**src/rtl/mem_arbiter_if.sv**
```systemverilog
// Bus bundle between the fetch unit, the LSU, the arbiter and memory.
// The arbiter takes the master view; requesters and memory share the slave view.
interface mem_arbiter_if;
    logic        if_req;
    logic [31:0] if_addr;
    logic        if_gnt;
    logic        if_rvalid;
    logic [31:0] if_rdata;
    logic        if_err;

    logic        ls_req;
    logic        ls_we;
    logic [31:0] ls_addr;
    logic [31:0] ls_wdata;
    logic [3:0]  ls_mask;
    logic        ls_gnt;
    logic        ls_rvalid;
    logic [31:0] ls_rdata;
    logic        ls_err;

    logic        mem_req;
    logic        mem_we;
    logic [31:0] mem_addr;
    logic [31:0] mem_wdata;
    logic [3:0]  mem_mask;
    logic        mem_ack;
    logic [31:0] mem_rdata;

    modport master (
        input  if_req, if_addr,
        output if_gnt, if_rvalid, if_rdata, if_err,
        input  ls_req, ls_we, ls_addr, ls_wdata, ls_mask,
        output ls_gnt, ls_rvalid, ls_rdata, ls_err,
        output mem_req, mem_we, mem_addr, mem_wdata, mem_mask,
        input  mem_ack, mem_rdata
    );

    modport slave (
        output if_req, if_addr,
        input  if_gnt, if_rvalid, if_rdata, if_err,
        output ls_req, ls_we, ls_addr, ls_wdata, ls_mask,
        input  ls_gnt, ls_rvalid, ls_rdata, ls_err,
        input  mem_req, mem_we, mem_addr, mem_wdata, mem_mask,
        output mem_ack, mem_rdata
    );
endinterface

```
**src/rtl/mem_arbiter.sv**
```systemverilog
// Two-requester (fetch / LSU) single-port memory arbiter with LSU priority,
// bounded fetch starvation and a per-transaction acknowledge timeout.
module mem_arbiter #(
    parameter int STARVE_MAX = 4,
    parameter int TIMEOUT    = 255
) (
    input  logic          clk,
    input  logic          rst_n,
    mem_arbiter_if.master bus
);
    localparam logic [3:0] STARVE_LIM = 4'(STARVE_MAX);
    localparam logic [7:0] WAIT_LAST  = 8'(TIMEOUT - 1);

    typedef enum logic [1:0] {IDLE, BUSY_IF, BUSY_LS} state_t;

    state_t      state, state_nxt;
    logic        gnt_if, gnt_ls;
    logic        done_ack, done_to;
    logic [3:0]  starve_cnt;
    logic [7:0]  wait_cnt;
    logic        we_q;
    logic [31:0] addr_q, wdata_q;
    logic [3:0]  mask_q;

    always_ff @(posedge clk or negedge rst_n) begin
        if (!rst_n) state <= IDLE;
        else        state <= state_nxt;
    end

    // Timeout fires in the last allowed BUSY cycle so mem_req stays up exactly TIMEOUT cycles;
    // an ack in that same cycle wins.
    always_comb begin
        state_nxt = state;
        gnt_if    = 1'b0;
        gnt_ls    = 1'b0;
        done_ack  = 1'b0;
        done_to   = 1'b0;
        case (state)
            IDLE: begin
                if (bus.ls_req && (!bus.if_req || starve_cnt < STARVE_LIM)) begin
                    gnt_ls    = 1'b1;
                    state_nxt = BUSY_LS;
                end else if (bus.if_req) begin
                    gnt_if    = 1'b1;
                    state_nxt = BUSY_IF;
                end
            end
            BUSY_IF, BUSY_LS: begin
                if (bus.mem_ack) begin
                    done_ack  = 1'b1;
                    state_nxt = IDLE;
                end else if (wait_cnt == WAIT_LAST) begin
                    done_to   = 1'b1;
                    state_nxt = IDLE;
                end
            end
            default: state_nxt = IDLE;
        endcase
    end

    always_ff @(posedge clk or negedge rst_n) begin
        if (!rst_n) begin
            starve_cnt <= '0;
            wait_cnt   <= '0;
            we_q       <= 1'b0;
            addr_q     <= '0;
            wdata_q    <= '0;
            mask_q     <= '0;
        end else begin
            if (gnt_ls && bus.if_req && starve_cnt != 4'hF) starve_cnt <= starve_cnt + 4'd1;
            else if (gnt_if)                                 starve_cnt <= '0;

            if (gnt_if || gnt_ls)                            wait_cnt <= '0;
            else if (state != IDLE && !bus.mem_ack)          wait_cnt <= wait_cnt + 8'd1;

            if (gnt_ls) begin
                we_q    <= bus.ls_we;
                addr_q  <= bus.ls_addr;
                wdata_q <= bus.ls_wdata;
                mask_q  <= bus.ls_mask;
            end else if (gnt_if) begin
                we_q    <= 1'b0;
                addr_q  <= bus.if_addr;
                wdata_q <= '0;
                mask_q  <= 4'hF;
            end
        end
    end

    // Responses: rvalid/err pulse for one cycle; rdata only moves on a completion.
    always_ff @(posedge clk or negedge rst_n) begin
        if (!rst_n) begin
            bus.if_rvalid <= 1'b0;
            bus.if_err    <= 1'b0;
            bus.if_rdata  <= '0;
            bus.ls_rvalid <= 1'b0;
            bus.ls_err    <= 1'b0;
            bus.ls_rdata  <= '0;
        end else begin
            bus.if_rvalid <= (state == BUSY_IF) && (done_ack || done_to);
            bus.if_err    <= (state == BUSY_IF) && done_to;
            bus.ls_rvalid <= (state == BUSY_LS) && (done_ack || done_to);
            bus.ls_err    <= (state == BUSY_LS) && done_to;
            if (state == BUSY_IF && (done_ack || done_to))
                bus.if_rdata <= done_ack ? bus.mem_rdata : 32'h0;
            if (state == BUSY_LS && (done_ack || done_to))
                bus.ls_rdata <= (done_ack && !we_q) ? bus.mem_rdata : 32'h0;
        end
    end

    assign bus.if_gnt    = gnt_if;
    assign bus.ls_gnt    = gnt_ls;
    assign bus.mem_req   = (state != IDLE);
    assign bus.mem_we    = we_q;
    assign bus.mem_addr  = addr_q;
    assign bus.mem_wdata = wdata_q;
    assign bus.mem_mask  = mask_q;
endmodule
```
**src/flat_wrapper.sv**
```systemverilog
// flat-port wrapper written by rule: the top's interface ports become plain ports
module mem_arbiter_flat 
#(
    parameter int STARVE_MAX = 4,
    parameter int TIMEOUT    = 255
)
  (clk, rst_n, bus_if_req, bus_if_addr, bus_if_gnt, bus_if_rvalid, bus_if_rdata, bus_if_err, bus_ls_req, bus_ls_we, bus_ls_addr, bus_ls_wdata, bus_ls_mask, bus_ls_gnt, bus_ls_rvalid, bus_ls_rdata, bus_ls_err, bus_mem_req, bus_mem_we, bus_mem_addr, bus_mem_wdata, bus_mem_mask, bus_mem_ack, bus_mem_rdata);
  mem_arbiter_if bus_i ();
  input  logic clk;
  input  logic rst_n;
  input wire logic [$bits(bus_i.if_req)-1:0] bus_if_req;
  input wire logic [$bits(bus_i.if_addr)-1:0] bus_if_addr;
  output wire logic [$bits(bus_i.if_gnt)-1:0] bus_if_gnt;
  output wire logic [$bits(bus_i.if_rvalid)-1:0] bus_if_rvalid;
  output wire logic [$bits(bus_i.if_rdata)-1:0] bus_if_rdata;
  output wire logic [$bits(bus_i.if_err)-1:0] bus_if_err;
  input wire logic [$bits(bus_i.ls_req)-1:0] bus_ls_req;
  input wire logic [$bits(bus_i.ls_we)-1:0] bus_ls_we;
  input wire logic [$bits(bus_i.ls_addr)-1:0] bus_ls_addr;
  input wire logic [$bits(bus_i.ls_wdata)-1:0] bus_ls_wdata;
  input wire logic [$bits(bus_i.ls_mask)-1:0] bus_ls_mask;
  output wire logic [$bits(bus_i.ls_gnt)-1:0] bus_ls_gnt;
  output wire logic [$bits(bus_i.ls_rvalid)-1:0] bus_ls_rvalid;
  output wire logic [$bits(bus_i.ls_rdata)-1:0] bus_ls_rdata;
  output wire logic [$bits(bus_i.ls_err)-1:0] bus_ls_err;
  output wire logic [$bits(bus_i.mem_req)-1:0] bus_mem_req;
  output wire logic [$bits(bus_i.mem_we)-1:0] bus_mem_we;
  output wire logic [$bits(bus_i.mem_addr)-1:0] bus_mem_addr;
  output wire logic [$bits(bus_i.mem_wdata)-1:0] bus_mem_wdata;
  output wire logic [$bits(bus_i.mem_mask)-1:0] bus_mem_mask;
  input wire logic [$bits(bus_i.mem_ack)-1:0] bus_mem_ack;
  input wire logic [$bits(bus_i.mem_rdata)-1:0] bus_mem_rdata;
  assign bus_i.if_req = bus_if_req;
  assign bus_i.if_addr = bus_if_addr;
  assign bus_if_gnt = bus_i.if_gnt;
  assign bus_if_rvalid = bus_i.if_rvalid;
  assign bus_if_rdata = bus_i.if_rdata;
  assign bus_if_err = bus_i.if_err;
  assign bus_i.ls_req = bus_ls_req;
  assign bus_i.ls_we = bus_ls_we;
  assign bus_i.ls_addr = bus_ls_addr;
  assign bus_i.ls_wdata = bus_ls_wdata;
  assign bus_i.ls_mask = bus_ls_mask;
  assign bus_ls_gnt = bus_i.ls_gnt;
  assign bus_ls_rvalid = bus_i.ls_rvalid;
  assign bus_ls_rdata = bus_i.ls_rdata;
  assign bus_ls_err = bus_i.ls_err;
  assign bus_mem_req = bus_i.mem_req;
  assign bus_mem_we = bus_i.mem_we;
  assign bus_mem_addr = bus_i.mem_addr;
  assign bus_mem_wdata = bus_i.mem_wdata;
  assign bus_mem_mask = bus_i.mem_mask;
  assign bus_i.mem_ack = bus_mem_ack;
  assign bus_i.mem_rdata = bus_mem_rdata;
  mem_arbiter #(.STARVE_MAX(STARVE_MAX), .TIMEOUT(TIMEOUT)) u_core (.clk(clk), .rst_n(rst_n), .bus(bus_i));
endmodule
```
**config.mk**
```make
export PLATFORM = sky130hd
export DESIGN_NAME = mem_arbiter_flat
export DESIGN_NICKNAME = d
export VERILOG_FILES = /design/src/rtl/mem_arbiter_if.sv /design/src/rtl/mem_arbiter.sv /design/src/flat_wrapper.sv
export SDC_FILE = /design/constraint.sdc
export NUM_CORES = 1
export LEC_CHECK = 0
export CAP_MARGIN = 20
export CORE_MARGIN = 2
export CORE_UTILIZATION = 35
export DETAILED_ROUTE_END_ITERATION = 8
export PLACE_DENSITY = 0.67
export SYNTH_ARGS = -nofsm -noshare
export SYNTH_HDL_FRONTEND = slang
export SYNTH_SLANG_ARGS = --single-unit
```
**constraint.sdc**
```tcl
create_clock -name clk -period 2 [get_ports clk]
set_input_delay 0.4 -clock clk [delete_from_list [all_inputs] [get_ports clk]]
set_output_delay 0.4 -clock clk [all_outputs]
set_load 0.005 [all_outputs]
```
==> results.cfg <==
[pwr]
p_leak_nw = 4.25
powerDensity_nw_per_um2 = 1410
ir_drop_v = 0.000826

[timing]
timing.final.crit_share_pct = 95.4
slew-limit-headroom_pct = 54.8
tns_ps = 0
min_period_ps = 1910
max_clock_freq_ghz = 0.524
fin_skew_ps = 12.7
rsz0062_at_grt = false
worst_pin_slew_ps = 679
hold_viol_final = 0
finalSetupViolCount = 0
slew_viol_final = 0

[setup_path]
critical_path_class = register to output pin
cpLargestDelayFamily = flip-flops
critPathMaxStageDelay_ps = 380
crit_arrival_ps = 1510
reg2reg_to = u_core.bus.mem_addr[7]
path_max_fanout = 5
cp_num_buf_inv = 2
r2r_start = u_core.starve_cnt[2]
r2r_cells = 4
cp-start-kind = register
cp.required_ps = 1600
r2r_slack_ps = 250
cp_slowest_cell = dfrtp_1
critPathCaptureType = output pin
cp_cell_sequence = inv_2, ha_4, nand2_2, nor2_1, dlygate4sd2_1

[logic_synthesis]
ys.flop_type = dfrtp_1
synth-edff-count = 0
synth-simple-area-share_pct = 13.2
synthDistinctLibCells = 46
synth_seq_cells = 151
synth.net_count = 814
yosys-mux-area-fraction_pct = 0.141
async_flop_share_pct = 100
yosys-top-cells-area = dfrtp_1, a22o_1, a21o_1
avgSynthCellArea_um2 = 10.6
ys_seq_area_share_pct = 53.2
synth_top_family_by_area = compound AO/OA/AOI/OAI gates
yosysWarnings = 0
netlist.area_leader.share_pct = 53.2
synth_area_leader_cell = dfrtp_1
postSynthCellCount = 670
synth_compound_area_share_pct = 26.7
synth_xor_xnor_area_share_pct = 0.247
synthAdderAreaFrac_pct = 1.06
synth_area_um2 = 7110

[floorplan]
io_pins = 278
core_area_um2 = 20100
die_w_um = 146
rows = 52
start_util_pct = 35.3
die_area_um2 = 21500
die_h_um = 146

[grt]
grt_pass1_wl_um = 36100
grt_antenna_before_repair = 0
grtUsageTotal_pct = 20.9
grt-ovfl-total = 0
grt_pass1_vias = 6671
grt_max_degree = 71

[detailed_routing]
drc = 0
drt_iter0_drc = 277
drtAntennaViolNets = 0
dr.pass1.iters = 4
viasPerCell = 5.38
post_drt_wl_per_cell_um = 18.6
drt-total-wl_um = 22700
dr_total_vias = 6550

[clock_tree]
tritoncts = yes
cts_max_level = 4
root_buffer = clkbuf_16
cts_sinks = 151
cts_made_buffers = 17
path_clk_slew_ps = 60
clkLatencyLatePin_ps = 420
cts_buffer_depth = 2

[layout]
regArea_um2 = 3780
final_nets = 1080
diodes = 0
area_growth_pct = 54.4
drive_above_1_share_pct = 11.8
layout_commonest_cell = clkdlybuf4s50_1
final_util_pct = 54.6
multi_input_area_um2 = 2990
layout_common_cells = clkdlybuf4s50_1, dfrtp_1, o21ai_0, a21o_1, a22o_1
fillers = 1812

[job]
drv_cap = 0

[place]
io_buffers = 277
dp_hpwl_um = 14600
place.gp.congestion = 0.760

[hold_path]
hold_class = input pin to async pin

[status]
status = finished clean
==> report_power, final <==
| group | total, mW | switching (mW) | internal [mW] |
|---|---|---|---|
| combinational | 6.87 | 2.77 | 4.10 |
| sequential | 5.11 | 0.815 | 4.29 |
| clock | 3.49 | 1.35 | 2.14 |
| total | 15.5 | 4.94 | 10.5 |
==> timing repair <==
action,4_1_cts,5_1_grt
pin swaps,1,1
endpoints found under the hold margin,33,0
cloned,0,0
resized for setup,10,3
hold buffers,1,0
buffers inserted,1,2
endpoints found under the setup margin,3,2
==> worst reg2reg max path: cells and delay by family (launching register included) <==
family / cells / cell delay, ps
compound gates: 2 / 400
buf+inv: 1 / 560
flops: 1 / 480
simple gates: 1 / 240
==> how the worst max path moves through the flow <==
stage                    start  cells past startpoint  slack (ps)                       to
3_5_place_dp        bus_ls_req                      5        -180  u_core.bus.mem_addr[15]
4_1_cts        u_core.state[1]                      5          20              bus_mem_req
6_report       u_core.state[0]                      5          90               bus_if_gnt
5_1_grt        u_core.state[0]                      5          10               bus_if_gnt
2_1_floorplan  u_core.state[0]                      7         330  u_core.bus.ls_rdata[23]
3_3_place_gp        bus_ls_req                      5        -160               bus_ls_gnt
==> cells in the mapped netlist (6+ instances only) <==
library cell,number
a21o_1,65
a31oi_1,32
nand2_1,12
nor2_1,10
o21ai_0,79
o21ai_1,29
ha_1,6
nand3_2,30
clkbuf_1,29
nor3_1,34
buf_4,15
a21oi_1,7
dfrtp_1,151
a22o_1,64
buf_2,14
nand3_1,44
==> sequential cells by signal, indices dropped and copies added (netlist names) <==
register              count
u_core.bus.if_err         1
u_core.bus.if_rdata      32
u_core.bus.if_rvalid      1
u_core.bus.ls_err         1
u_core.bus.ls_rdata      32
u_core.bus.ls_rvalid      1
u_core.bus.mem_addr      32
u_core.bus.mem_mask       4
u_core.bus.mem_wdata     32
u_core.bus.mem_we         1
u_core.starve_cnt         4
u_core.state              2
u_core.wait_cnt           8
==> metal layers <==
layer / global-route usage [%] / up-vias / wire length, µm
met2: 33.3 / 247 / 10600
li1: - / 3030 / -
met5: 0 / - / 0
met1: 27.9 / 3252 / 10100
met3: 6.59 / 21 / 1700
met4: 5.19 / 0 / 275
==> per-stage QoR <==
step | cells | area (µm²) | hold slack (ps) | setup WS [ps] | total power, mW
detailed placement | 1183 | 10300 | 337 | -184 | 12.0
finish | 1218 | 11000 | 473 | 91.6 | 15.5
global placement | 1183 | 10300 | 335 | -160 | 11.8
global route | 1218 | 11000 | 495 | 10.4 | 16.4
floorplan | 670 | 7110 | 104 | 332 | 8.14
CTS | 1216 | 11000 | 465 | 22.2 | 15.6
==> area by class of cell <==
type	count	area share, %
Clock buffer	18	4.00
Timing Repair Buffer	314	29.3
Inverter	6	0.205
Multi-Input combinational cell	446	27.2
Tap cell	270	3.08
Clock inverter	13	1.76
Sequential cell	151	34.4
==> cells by family (layout without fill, tap and decap cells) <==
logic type	after synthesis	after routing
AO/OA/AOI/OAI	285	285
AND/OR/NAND/NOR	152	152
flip-flops	151	151
buffers and inverters	73	351
adder cells (fa/ha/maj)	6	6
XOR/XNOR	2	2
multiplexers	1	1
Power figures use the tool's default switching activity.
